<file path="config.mk">
export PLATFORM = sky130hd
export DESIGN_NAME = phase_controller
export DESIGN_NICKNAME = d
export VERILOG_FILES = /design/src/rtl/phase_controller.sv
export SDC_FILE = /design/constraint.sdc
export NUM_CORES = 1
export LEC_CHECK = 0
export CORE_UTILIZATION = 52
export DETAILED_ROUTE_END_ITERATION = 10
export PLACE_DENSITY = 0.83
export SYNTH_ARGS = -nofsm -noshare
export SYNTH_HDL_FRONTEND = slang
export SYNTH_SLANG_ARGS = --single-unit
</file>
<file path="constraint.sdc">
create_clock -name clk -period 2.82 [get_ports clk]
set_input_delay 0.846 -clock clk [delete_from_list [all_inputs] [get_ports clk]]
set_output_delay 0.846 -clock clk [all_outputs]
set_load 0.05 [all_outputs]
</file>
<file path="src/rtl/phase_controller.sv">
// Multi-cycle instruction sequencer: walks IF/ID/EX/MEM/WB, handshakes with the
// shared memory port and gates decoder write classes into single-cycle strobes.
module phase_controller #(
  parameter int unsigned ACK_TIMEOUT = 255
) (
  input  logic        clk,
  input  logic        n_rst,
  input  logic        run,
  input  logic        halt_cmd,
  input  logic        mem_rd,
  input  logic        mem_wr,
  input  logic        reg_wr,
  input  logic        pc_ld,
  input  logic        sp_inc,
  input  logic        sp_dec,
  input  logic        out_req,
  input  logic        branch_taken,
  input  logic        mem_ack,
  output logic        mem_req,
  output logic        mem_we,
  output logic        ir_load,
  output logic        pc_inc,
  output logic        reg_we,
  output logic        pc_load_en,
  output logic        sp_inc_en,
  output logic        sp_dec_en,
  output logic        out_en,
  output logic [2:0]  phase,
  output logic        halted,
  output logic        fault,
  output logic [15:0] icount
);

  typedef enum logic [2:0] {
    S_IDLE = 3'd0,
    S_IF   = 3'd1,
    S_ID   = 3'd2,
    S_EX   = 3'd3,
    S_MEM  = 3'd4,
    S_WB   = 3'd5,
    S_HALT = 3'd6
  } state_t;

  localparam logic [7:0] WAIT_LAST = 8'(ACK_TIMEOUT - 1);

  state_t     state;
  state_t     state_nxt;
  logic [7:0] wait_cnt;
  logic       waiting;
  logic       wait_last;
  logic       c_rd;
  logic       c_wr;
  logic       c_reg;
  logic       c_pc;
  logic       c_inc;
  logic       c_dec;
  logic       c_out;

  assign waiting   = (state == S_IF) || (state == S_MEM);
  assign wait_last = (wait_cnt == WAIT_LAST);

  // An ack on the last allowed cycle wins over the timeout.
  always_comb begin
    state_nxt = state;
    case (state)
      S_IDLE: if (run) state_nxt = S_IF;
      S_IF: begin
        if (mem_ack)        state_nxt = S_ID;
        else if (wait_last) state_nxt = S_HALT;
      end
      S_ID:  state_nxt = halt_cmd ? S_HALT : S_EX;
      S_EX:  state_nxt = (c_rd || c_wr) ? S_MEM : S_WB;
      S_MEM: begin
        if (mem_ack)        state_nxt = S_WB;
        else if (wait_last) state_nxt = S_HALT;
      end
      S_WB:   state_nxt = run ? S_IF : S_IDLE;
      S_HALT: if (!run) state_nxt = S_IDLE;
      default: state_nxt = S_IDLE;
    endcase
  end

  always_ff @(posedge clk or negedge n_rst) begin
    if (!n_rst) begin
      state    <= S_IDLE;
      mem_req  <= 1'b0;
      mem_we   <= 1'b0;
      halted   <= 1'b0;
      fault    <= 1'b0;
      wait_cnt <= 8'd0;
      icount   <= 16'd0;
      c_rd     <= 1'b0;
      c_wr     <= 1'b0;
      c_reg    <= 1'b0;
      c_pc     <= 1'b0;
      c_inc    <= 1'b0;
      c_dec    <= 1'b0;
      c_out    <= 1'b0;
    end else begin
      state   <= state_nxt;
      mem_req <= (state_nxt == S_IF) || (state_nxt == S_MEM);
      mem_we  <= (state_nxt == S_MEM) && c_wr;
      halted  <= (state_nxt == S_HALT);

      if (waiting && !mem_ack) wait_cnt <= wait_cnt + 8'd1;
      else                     wait_cnt <= 8'd0;

      if (waiting && !mem_ack && wait_last) fault <= 1'b1;

      if (state == S_WB) icount <= icount + 16'd1;

      if (state == S_ID && !halt_cmd) begin
        c_rd  <= mem_rd;
        c_wr  <= mem_wr;
        c_reg <= reg_wr;
        c_pc  <= pc_ld;
        c_inc <= sp_inc;
        c_dec <= sp_dec;
        c_out <= out_req;
      end
    end
  end

  assign phase      = state;
  assign ir_load    = (state == S_IF) && mem_ack;
  assign pc_inc     = (state == S_IF) && mem_ack;
  assign reg_we     = (state == S_WB) && c_reg;
  assign pc_load_en = (state == S_WB) && c_pc && branch_taken;
  assign sp_inc_en  = (state == S_WB) && c_inc;
  assign sp_dec_en  = (state == S_WB) && c_dec;
  assign out_en     = (state == S_EX) && c_out;

endmodule

</file>
# Word level (Yosys, flattened, before mapping)
# Cells that the tools add are included.
[totals] out_inout_bits=30 wordCells=53 input_bits=13 reg_bits=38
[classes] n_addsub=2 eq_ne=10 mux=10 reduce_logical=17
[op_table] operator="one-hot mux 3 bit (7 select lines)" count=1
[op_table] operator="two-way mux 3 bit" count=6
[op_table] operator="adder 16 x 1 -> 16 bit, second input constant" count=1
[op_table] operator="equality test 3 bit, second input constant" count=5
[op_table] operator="logical AND 1 bit" count=11
[op_table] operator="adder 8 x 1 -> 8 bit, second input constant" count=1
[op_table] operator="equality test 8 bit, second input constant" count=1
[op_table] operator="two-way mux 8 bit" count=1
[op_table] operator="equality test 3 x 1 -> 1 bit, second input constant" count=2
[op_table] operator="equality test 3 x 2 -> 1 bit, second input constant" count=2
[op_table] operator="zero test 3 bit" count=1
[op_table] operator="logical OR 1 bit" count=3
[op_table] operator="zero test 1 bit" count=2
[op_table] operator="two-way mux 1 bit" count=2

# Depth between registers and ports, before layout
[logic_depth] word_depth=6 depth_mapped=7 depth_no_buf=6

# Worst setup path before layout
# Ideal clock, no wire load.
[synth_path] kind="reg2out" from="register state[2] (netlist: phase[2])" to="output port pc_load_en" arrival_time_ps=1616 path_stages_with_launch=5 path_buffers=2 slack_ps=358 t_required_ps=1974 path_cell_list="dfrtp_1 buf_4 and3b_1 buf_2 and3_1"
[synth_between] elab_chain_cells=3
[synth_rtl] element="start: declaration" line_no="46" rtl="state_t state;"
[synth_rtl] element="start signal: assignment" line_no="100" rtl="state <= state_nxt;"
[synth_rtl] element="equality test 3 bit" line_no="128" rtl="assign pc_load_en = (state == S_WB) && c_pc && branch_taken;"
[synth_rtl] element="logical AND 1 bit (2 in a row)" line_no="128"
[synth_rtl] element="end: declaration" line_no="24" rtl="output logic pc_load_en,"
# No other way between the ends.

# Worst setup path after layout
[layout_path] from="register state[2] (netlist: phase[2])" to="output port phase[2]"
[layout_lines] element="end: declaration" line_no="28" rtl="output logic [2:0] phase,"
# No word-level cell between the ends.

==> results.yml <==
floorplanning:
  dieArea_sq_mm: 0.00365
  dieWidth_um: 60.5
  start_util_pct: 56.3
  coreArea_sq_mm: 0.00315
  core.rowCount: 20
  die_h_um: 60.5
  ios: 43
cells_and_area:
  synthToLayoutAreaGrowth_pct: 28.6
  nFillCells: 245
  fin_nets: 216
  largest_reg_flops: 16
  diodes: 0
  top_register: "icount"
  drive_gt1_share_pct: 14.4
setup_path:
  startpoint_type: "register"
  cpMaxStageDelayCell: "clkdlybuf4s50_1"
  cp_max_fo: 10
  worstPathArrival_ns: 1.80
  r2r_slack_ns: 1.00
  cp-end-kind: "output port"
  path_class: "register to output port"
  max_stage_delay_ns: 0.88
  worstPathRequired_ns: 1.97
  reg2reg_from: "phase[2]"
  path_buf_inv: 1
  reg2regPathDepth: 5
  worstPathCellList: "clkdlybuf4s50_1"
  r2r_end: "icount[10]"
  crit_family: "buffers and inverters"
logic_synthesis:
  syn_area_per_cell_sq_um: 11.4
  yosys.area.top_type: "dfrtp_1"
  synthesis.area_sq_mm: 0.00178
  ys_top_cells_by_area: "dfrtp_1 54%, xnor2_1 6.9%, mux2_2 5.1%"
  synth_edf_count: 0
  synth_warnings: 0
  synth_nets: 172
  synth_top_area_share_pct: 53.5
  synthArstFlopShare_pct: 100
  synthDistinctLibCells: 37
  yosysMostFrequentCell: "dfrtp_1"
  ys_ff_latch: 38
  synthTopCellsByCount: "38 x dfrtp_1, 17 x nor2_1, 14 x xnor2_1"
  syn_inst: 156
  synth_flop_cell: "dfrtp_1"
  ys_seq_area_share_pct: 53.5
global_routing:
  grt_pass1_wl_mm: 5.36
  grt_usage_pct: 19.9
  grt_pass1_vias: 1211
  grt_start_max_net_pins: 39
  antenna_found_initial: 0
  grt-ovfl-total: 0
drt:
  first_pass_iters: 4
  antenna_violating_nets_post_route: 0
  drc: 0
  wl_per_cell_um: 12.9
  drtIter0Drc: 35
  vias: 1271
  vias_per_cell: 5.19
  routed_wl_mm: 3.16
clock_tree:
  cts_hold_buf: 0
  cts_setup_buffers: 0
  cts_buffer_depth: 2
  cts_resized: 0
  clockRootBuffer: "clkbuf_4"
  cts_tree: "done"
  cts_inserted_buffers: 5
  cts.sinks: 38
  htreeDepth: 2
  clkTransAtPathRegs_ns: 0.10
  insertion_delay_ns: 0.32
timing:
  slew-limit-headroom_pct: 46.0
  clock_skew_ns: 0.00945
  final.setup.tns_ns: 0
  fmax_ghz: 0.378
  rsz0062_at_grt: "no"
  worst_pin_slew_ns: 0.810
  maxSlewViolCount: 0
  period_share_pct: 93.8
  period_needed_ns: 2.64
  setup_violations: 0
  hold_ws_ns: 0.477
  hold_viol: 0
placed_design:
  gp_congestion: 0.768
  dp_hpwl_mm: 2.38
  io_buffers: 42
power:
  intPower_uw: 1150
  power_frac_seq_pct: 41.2
  switchingPower_uw: 814
  total_power_uw: 1960
  power_switching_share_pct: 41.5
  p_per_area_mw_per_mm2: 857
  vdd_drop_max_mv: 0.557
  clockPowerShare_pct: 14.5
  combPwrFrac_pct: 44.3
  leakage_uw: 0.000991
min_path:
  holdPathStages: 1
  whs_endpoint: "icount[15]"
  hold_start: "icount[15]"
  hp-class: "register to register"
job:
  drv_cap: 0
run_status:
  outcome: "complete, no violations"
==> per-stage QoR <==
stage               instance area, sq um  worst slack (ns)  util, %  instances
floorplan                           1780             0.358        -        156
global placement                    2220             0.231     70.6        237
detailed placement                  2220             0.205     70.6        237
CTS                                 2280             0.151     72.5        245
global route                        2280             0.120     72.5        245
finish                              2280             0.176     72.5        245
==> metal layers <==
layer / GRT usage (%) / vias to the layer above / share of wire [%]
met5: 0 / - / 0
met4: 5.84 / 0 / 0.73
met1: 26.9 / 609 / 46
met2: 32.8 / 39 / 49
met3: 4.05 / 4 / 4.6
li1: - / 619 / -
==> cells in the final DEF (no fill, tap or decap), types with 2 or more instances in the layout <==
master,n
and4_1,3
nor2_1,17
xnor2_1,14
clkdlybuf4s50_1,34
nand3_1,8
buf_12,3
dfrtp_1,38
ha_1,3
clkbuf_4,5
nand2_1,11
mux2_2,8
and2_1,4
xor2_1,8
and3_1,3
o21ai_0,2
nand4_1,5
nor3_1,2
inv_1,4
nor2b_1,3
buf_4,4
==> power groups by stage <==
stage | sequential, uW | combinational, uW | clock (uW)
after floorplan | 974 | 464 | 0
after global placement | 810 | 852 | 0
after detailed placement | 821 | 875 | 0
after CTS | 809 | 878 | 297
after global routing | 832 | 935 | 315
final | 807 | 867 | 284
==> cell families after synthesis <==
group,after synthesis,share of synthesized area [%]
muxes,8,5.07
adders and majority gates,3,2.11
DFF,38,53.5
buffers and inverters,9,3.24
and+or+nand+nor,66,21.1
AOI/OAI and AO/OA,10,4.08
xor gates and xnor gates,22,10.8
==> area by class of cell <==
class | instances | area, sq um | share of cell area (%)
well taps | 44 | 55.1 | 2.41
flip-flops and latches | 38 | 951 | 41.6
clock buffers | 7 | 55.1 | 2.41
repair buffers | 42 | 435 | 19.1
inverters | 4 | 15.0 | 0.657
clock inverters | 1 | 5.00 | 0.219
multi-input cells | 109 | 768 | 33.6
==> worst max path at each step <==
stage,from,to,slack [ns],depth (start not counted)
final,phase[2],phase[2],0.18,1
after global routing,phase[0],phase[0],0.12,1
after global placement,mem_ack,ir_load,0.23,3
after CTS,phase[2],phase[2],0.15,1
after floorplan,phase[2],pc_load_en,0.36,4
after detailed placement,mem_ack,pc_inc,0.20,3
(Power assumes the default switching activity.)
